--- config.mk ---
export PLATFORM = sky130hd
export DESIGN_NAME = pipe_mem_wb
export DESIGN_NICKNAME = d
export VERILOG_FILES = /design/src/rtl/pipe_pkg.sv /design/src/rtl/pipe_reg.sv /design/src/rtl/pipe_mem_wb.sv
export SDC_FILE = /design/constraint.sdc
export NUM_CORES = 1
export LEC_CHECK = 0
export ABC_AREA = 0
export CORE_UTILIZATION = 36
export CTS_BUF_LIST = sky130_fd_sc_hd__clkbuf_2 sky130_fd_sc_hd__clkbuf_4 sky130_fd_sc_hd__clkbuf_8
export DETAILED_ROUTE_END_ITERATION = 8
export GPL_TIMING_DRIVEN = 0
export PLACE_DENSITY = 0.95
export SYNTH_ARGS = -nofsm -noshare
export SYNTH_HDL_FRONTEND = slang
export SYNTH_SLANG_ARGS = --single-unit
--- constraint.sdc ---
create_clock -name clk -period 1.18 [get_ports clk]
set_clock_uncertainty 0.2 [all_clocks]
set_input_delay 0.236 -clock clk [delete_from_list [all_inputs] [get_ports clk]]
set_output_delay 0.236 -clock clk [all_outputs]
set_load 0.05 [all_outputs]
--- src/rtl/pipe_pkg.sv ---
// ============================================================================
// Module : pipe_pkg
// Brief  : Shared constants and write-back control types for the pipeline
//          registers of the 5-stage 32-bit RISC core.
// Rev    : 1.0  initial release
// ============================================================================
`default_nettype none

package pipe_pkg;

  localparam int XLEN       = 32;
  localparam int REG_ADDR_W = 5;

  typedef struct packed {
    logic memtoreg;
    logic regwrite;
  } wb_ctrl_t;

  // Bubble value for the write-back controls; no register write, ALU path selected.
  localparam wb_ctrl_t WB_CTRL_NOP = '0;

endpackage

`default_nettype wire

--- src/rtl/pipe_reg.sv ---
// ============================================================================
// Module : pipe_reg
// Brief  : Generic W-bit pipeline register, async active-low reset to zero.
//          With PIPE_MEM_WB_STALL_FLUSH_EN defined, adds en_i (hold when low)
//          and clr_i (load zero, wins over en_i).
// Rev    : 1.0  initial release
// ============================================================================
`default_nettype none

module pipe_reg #(
  parameter int W = 1
) (
  input  logic         clk,
  input  logic         rst_n,
`ifdef PIPE_MEM_WB_STALL_FLUSH_EN
  input  logic         en_i,
  input  logic         clr_i,
`endif
  input  logic [W-1:0] d_i,
  output logic [W-1:0] q_o
);

  logic [W-1:0] q_q;
  logic [W-1:0] q_d;

  always_comb begin
    q_d = d_i;
`ifdef PIPE_MEM_WB_STALL_FLUSH_EN
    if (clr_i) begin
      q_d = '0;
    end else if (!en_i) begin
      q_d = q_q;
    end
`endif
  end

  always_ff @(posedge clk or negedge rst_n) begin
    if (!rst_n) begin
      q_q <= '0;
    end else begin
      q_q <= q_d;
    end
  end

  assign q_o = q_q;

endmodule

`default_nettype wire

--- src/rtl/pipe_mem_wb.sv ---
// ============================================================================
// Module : pipe_mem_wb
// Brief  : MEM/WB pipeline register; captures memory-stage results and
//          write-back controls every rising edge, async active-low reset.
//          Option PIPE_MEM_WB_STALL_FLUSH_EN adds STALL_IN / FLUSH_IN.
// Rev    : 1.0  initial release
// ============================================================================
`default_nettype none

module pipe_mem_wb
  import pipe_pkg::*;
#(
  parameter int WIDTH  = XLEN,
  parameter int ADDR_W = REG_ADDR_W
) (
  input  logic              clk,
  input  logic              rst,
`ifdef PIPE_MEM_WB_STALL_FLUSH_EN
  input  logic              STALL_IN,
  input  logic              FLUSH_IN,
`endif
  input  logic              MEMTOREG_IN,
  input  logic              REGWRITE_IN,
  input  logic [WIDTH-1:0]  MEMDATA_IN,
  input  logic [WIDTH-1:0]  RESULTOP_IN,
  input  logic [ADDR_W-1:0] ARD_IN,
  output logic              MEMTOREG_OUT,
  output logic              REGWRITE_OUT,
  output logic [WIDTH-1:0]  MEMDATA_OUT,
  output logic [WIDTH-1:0]  RESULTOP_OUT,
  output logic [ADDR_W-1:0] ARD_OUT
);

  localparam int CTRL_W = $bits(wb_ctrl_t);

  wb_ctrl_t ctrl_d;
  wb_ctrl_t ctrl_q;

  assign ctrl_d.memtoreg = MEMTOREG_IN;
  assign ctrl_d.regwrite = REGWRITE_IN;

`ifdef PIPE_MEM_WB_STALL_FLUSH_EN
  // A flush must zero every field, so all instances share the same en/clr.
  logic en;
  logic clr;
  assign en  = ~STALL_IN;
  assign clr = FLUSH_IN;
`define PIPE_MEM_WB_CTL .en_i(en), .clr_i(clr),
`else
`define PIPE_MEM_WB_CTL
`endif

  pipe_reg #(.W(CTRL_W)) u_ctrl (
    .clk(clk), .rst_n(rst), `PIPE_MEM_WB_CTL
    .d_i(ctrl_d), .q_o(ctrl_q)
  );

  pipe_reg #(.W(WIDTH)) u_memdata (
    .clk(clk), .rst_n(rst), `PIPE_MEM_WB_CTL
    .d_i(MEMDATA_IN), .q_o(MEMDATA_OUT)
  );

  pipe_reg #(.W(WIDTH)) u_resultop (
    .clk(clk), .rst_n(rst), `PIPE_MEM_WB_CTL
    .d_i(RESULTOP_IN), .q_o(RESULTOP_OUT)
  );

  pipe_reg #(.W(ADDR_W)) u_ard (
    .clk(clk), .rst_n(rst), `PIPE_MEM_WB_CTL
    .d_i(ARD_IN), .q_o(ARD_OUT)
  );

`undef PIPE_MEM_WB_CTL

  assign MEMTOREG_OUT = ctrl_q.memtoreg;
  assign REGWRITE_OUT = ctrl_q.regwrite;

endmodule

`default_nettype wire

==> reports/metrics.csv, run 1 <==
stage,metric,value,unit
min_path,min_path_type,input port to async pin,
power_and_ir_drop,seqPwrFrac,47.8,%
worst_setup_path,crit_required,740,ps
placed_design,pre_cts_ws,-425,ps
power_and_ir_drop,p_sw_share,26.5,%
sta,final_hold_viol_count,71,
routing,dr.pass1.iters,4,
worst_setup_path,crit_family,flip-flops,
finish,syn2layout_area_growth,101,%
clocking,numCtsBuffers,9,
floorplan,initial_core_util,37.6,%
routing,drc,0,
routing,top_layer,met4,
floorplan,die_w,72.3,um
worst_setup_path,critical_path_class,register to output pin,
routing,wl_per_cell,13.3,um
yosys,synthTopCellsByArea,dfrtp_1,
placed_design,gp_congestion,0.640,
finish,diodes,0,
status,violations,"negative hold slack, negative setup slack",
routing,drt_wl_total,3.95,mm
sta,tightest_slew,818,ps
clocking,root_buffer,clkbuf_8,
worst_setup_path,cp_data_arrival_time,880,ps
flow_run,maxCapViolations,0,
worst_setup_path,setup.worst_path.end,MEMDATA_OUT[23],
routing,vias,1176,
floorplan,die_h,72.3,um
power_and_ir_drop,p_int,4.02,mW
finish,multi_input_gates,0,
worst_setup_path,path_buf_inv,1,
sta,fmax,760,MHz
sta,rsz0062_at_grt,yes,
global_route,grt_pass1_vias,1233,
sta,tns,-7680,ps
finish,multi_input_area,0,um2
routing,met3_length,402,um
yosys,avgSynthCellArea,25.0,um2
worst_setup_path,critical_path_depth,1,
power_and_ir_drop,p_leak,1.64,nW
clocking,htree_levels,3,
floorplan,placementRows,25,
worst_setup_path,critPathLaunchType,register,
yosys,synth_warnings,0,
sta,timing.final.ws_setup,-136,ps
worst_setup_path,critical_path.cell_chain,buf_6,
routing,drt-met1-wl,1.45,mm
global_route,grt_pass1_wl,5.87,mm
yosys,synth_top_area_cell,dfrtp_1,
global_route,grt_overflow,0,
global_route,antenna_found_initial,0,
yosys,ys_seq_elements,71,
routing,wl_met2,2.03,mm
floorplan,pin_count,144,
yosys,synth-seq-area-share,100,%
floorplan,die-area,0.00522,mm2
sta,setup_viol,71,
worst_setup_path,slowest_stage,dfrtp_1,
floorplan,coreArea,0.00472,mm2
sta,finalMaxSlewViolations,0,
power_and_ir_drop,power_density,1530,mW/mm2
worst_setup_path,crit_start,u_memdata.q_o[23],
yosys,syn_inst,71,
placed_design,hpwl,2.96,mm
routing,dr.first_iter.drc_count,28,
global_route,grt_max_degree,72,
worst_setup_path,max_stage_delay,390,ps
power_and_ir_drop,power,5.47,mW
routing,vias_per_cell,3.96,
power_and_ir_drop,peakVddDrop,1.22,mV
worst_setup_path,crit_path_end_kind,output pin,
clocking,cts.sinks,71,
clocking,cts_setup_buffers,0,
routing,final_antenna_net_count,0,
global_route,grtUsageTotal,16.1,%
sta,slew_headroom,45.4,%
sta,fin_crit_sh,112,%
power_and_ir_drop,p_clk_share,33.5,%
yosys,synth_top_area_share,100,%
finish,drive_gt1_share,38.3,%
yosys,syn-num-nets,144,
placed_design,port_buffers,143,
clocking,clk_pin_slew,70,ps
finish,layout_common_cells,"clkdlybuf4s50_1, buf_6, dfrtp_1",
finish,post-route-cell-area,0.00358,mm2
power_and_ir_drop,switchingPower,1.45,mW
status,run_status,"complete, but fails checks",
power_and_ir_drop,power_frac_comb,18.6,%
sta,period_minus_slack,1320,ps
clocking,ctsLongestPathBuffers,2,
finish,fillers,290,
yosys,ys_types,1,
finish,nNetsFinal,298,
clocking,cts_tree,yes,
yosys,syn_area,0.00178,mm2
sta,whs,-190,ps
worst_setup_path,critPathMaxFanout,1,
placed_design,placed_area,0.00329,mm2
==> state kept, by name, summed over array words and instances (netlist names) <==
signal	flops
u_resultop.q_o	32
u_ard.q_o	5
u_memdata.q_o	32
u_ctrl.q_o	2
==> power groups by stage <==
stage / registers, mW / logic (mW) / clock network, mW
floorplan: 3.09 / 0 / 0
CTS: 2.62 / 1.03 / 1.90
detailed placement: 2.64 / 0.995 / 0
finish: 2.62 / 1.02 / 1.83
global route: 2.62 / 1.06 / 2.03
global placement: 2.63 / 0.984 / 0
==> cell usage after synthesis <==
library cell and n:
dfrtp_1 71
==> worst min path at each step <==
stage | from | endpoint | slack, ps | cells after the start
after floorplan | rst | u_ard.q_o[0] | -260 | 0
after global placement | MEMDATA_IN[4] | u_memdata.q_o[4] | 480 | 1
after detailed placement | rst | u_memdata.q_o[29] | 190 | 1
after CTS | rst | u_resultop.q_o[14] | -170 | 1
after global routing | rst | u_resultop.q_o[8] | -130 | 1
final | rst | u_resultop.q_o[2] | -190 | 1
==> what timing repair did <==
action,in CTS,in global routing
pin swaps,0,0
gates resized for setup,497,0
endpoints found under the setup margin,71,71
endpoints found under the hold margin,71,71
==> metal layers <==
layer | vias to the layer above | global-route usage [%]
met5 | - | 0
met4 | 0 | 9.80
met3 | 8 | 6.53
met2 | 91 | 26.3
met1 | 553 | 17.7
li1 | 524 | -
==> metrics by stage <==
step,hold slack [ps],utilization (%),instances
after floorplan,-260,-,71
after global placement,482,69.7,281
after detailed placement,192,69.6,281
after CTS,-174,75.7,297
after global routing,-128,75.7,297
final,-190,75.7,297
==> cell type report <==
type                    instances  area (um2)  area share, %
clock buffers                  10         138           3.85
clock inverters                 6        60.1           1.68
flip-flops and latches         71        1780           49.7
well taps                      67        83.8           2.34
repair buffers                143        1520           42.4
==> kinds of logic after synthesis <==
family	share of synthesized area, %
flops	100
Note: power is estimated with default switching activity, not from simulation.
==> run 2, diff against run 1 <==
--- a/config.mk
+++ b/config.mk
@@ -6,10 +6,11 @@
 export NUM_CORES = 1
 export LEC_CHECK = 0
 export ABC_AREA = 0
-export CORE_UTILIZATION = 36
+export CELL_PAD_IN_SITES_DETAIL_PLACEMENT = 0
+export CELL_PAD_IN_SITES_GLOBAL_PLACEMENT = 1
+export CORE_UTILIZATION = 27
 export CTS_BUF_LIST = sky130_fd_sc_hd__clkbuf_2 sky130_fd_sc_hd__clkbuf_4 sky130_fd_sc_hd__clkbuf_8
 export DETAILED_ROUTE_END_ITERATION = 8
-export GPL_TIMING_DRIVEN = 0
 export PLACE_DENSITY = 0.95
 export SYNTH_ARGS = -nofsm -noshare
 export SYNTH_HDL_FRONTEND = slang
==> reports/metrics.csv, run 2 (synthesized netlist as in run 1, its figures left out) <==
stage,metric,value,unit
floorplan,coreArea,0.00635,mm2
sta,setup_viol,71,
min_path,hold_end,u_ctrl.q_o[1],
clocking,clk_pin_slew,70,ps
power_and_ir_drop,p_leak,1.89,nW
clocking,cts_setup_buffers,0,
worst_setup_path,cp_data_arrival_time,920,ps
placed_design,dp_cells,293,
worst_setup_path,critical_path_class,register to output pin,
global_route,grt_max_degree,40,
clocking,root_buffer,clkbuf_8,
routing,final_antenna_net_count,0,
finish,final_common_cell,buf_12,
global_route,grtUsageTotal,14.7,%
placed_design,pre_cts_ws,158,ps
finish,multi_input_area,0,um2
worst_setup_path,crit_required,740,ps
finish,nNetsFinal,301,
finish,multi_input_gates,0,
global_route,grt_pass1_wl,7.35,mm
flow_run,maxCapViolations,0,
routing,drt_wl_total,4.64,mm
routing,dr.pass1.iters,2,
finish,syn2layout_area_growth,138,%
clocking,cts.sinks,71,
power_and_ir_drop,peakVddDrop,0.799,mV
routing,vias_per_cell,3.93,
power_and_ir_drop,power,5.60,mW
clocking,ctsLongestPathBuffers,2,
worst_setup_path,critPathLaunchType,register,
clocking,numCtsBuffers,9,
sta,tightest_slew,216,ps
routing,dr.first_iter.drc_count,29,
placed_design,port_buffers,143,
sta,whs,151,ps
sta,fmax,739,MHz
sta,timing.final.ws_setup,-173,ps
finish,drive_gt1_share,37.8,%
floorplan,die_w,83.1,um
worst_setup_path,max_stage_delay,430,ps
finish,finish.utilization,66.7,%
floorplan,initial_core_util,28.0,%
worst_setup_path,critical_path.cell_chain,buf_12,
worst_setup_path,critical_path_depth,1,
floorplan,pin_count,144,
clocking,cts_tree,yes,
worst_setup_path,crit_family,flip-flops,
status,run_status,"complete, but fails checks",
finish,diodes,0,
sta,rsz0062_at_grt,yes,
routing,drc,0,
status,violations,negative setup slack,
placed_design,gp_congestion,0.656,
worst_setup_path,crit_start,u_memdata.q_o[5],
sta,fin_crit_sh,115,%
worst_setup_path,path_buf_inv,1,
sta,final_hold_viol_count,0,
finish,layout_common_cells,"buf_12, clkdlybuf4s50_1, dfrtp_1",
finish,stdcell_count,307,
power_and_ir_drop,power_density,1320,mW/mm2
routing,vias,1206,
min_path,worstHoldPathCells,1,
routing,wl_per_cell,15.1,um
floorplan,placementRows,29,
sta,finalMaxSlewViolations,0,
clocking,htree_levels,3,
min_path,min_path_type,input port to register,
sta,slew_headroom,85.6,%
min_path,hp-start,MEMTOREG_IN,
sta,period_minus_slack,1350,ps
global_route,grt_overflow,0,
worst_setup_path,crit_path_end_kind,output pin,
finish,post-route-cell-area,0.00423,mm2
worst_setup_path,slowest_stage,dfrtp_1,
global_route,antenna_found_initial,0,
sta,tns,-8810,ps
worst_setup_path,critPathMaxFanout,1,
global_route,grt_pass1_vias,1382,
placed_design,placed_area,0.00405,mm2
floorplan,die_h,83.1,um
floorplan,die-area,0.00691,mm2
==> run 2: routing by layer <==
metal	global-route usage (%)	vias to the layer above	share of wire, %
met4	6.58	0	1.4
li1	-	528	-
met1	15.3	593	33
met5	0	-	0
met2	25.3	78	56
met3	6.76	7	9.3
==> run 2: how the worst max path moves through the flow <==
stage	end	slack [ps]
floorplan	ARD_OUT[0]	160
global placement	MEMDATA_OUT[5]	160
detailed placement	MEMDATA_OUT[5]	160
CTS	MEMDATA_OUT[5]	-200
global route	MEMDATA_OUT[5]	-210
finish	MEMDATA_OUT[5]	-170
==> run 2: repair_timing <==
item | 4_1_cts | 5_1_grt
hold buffers | 1 | 0
endpoints found under the hold margin | 71 | 0
setup endpoints to repair | 71 | 71
gates resized for setup | 0 | 0
==> run 2: layout make-up <==
cell class / instances / area, um2
timing repair buffer: 146 / 2190
clock inverter: 1 / 5.00
tap: 77 / 96.3
fill: 409 / 2120
sequential: 71 / 1780
clock buffer: 12 / 165
==> run 2: where the power goes <==
group	total, mW	internal (mW)	switching (mW)
registers	2.67	2.56	0.107
clock network	1.66	0.898	0.759
logic	1.28	0.690	0.588
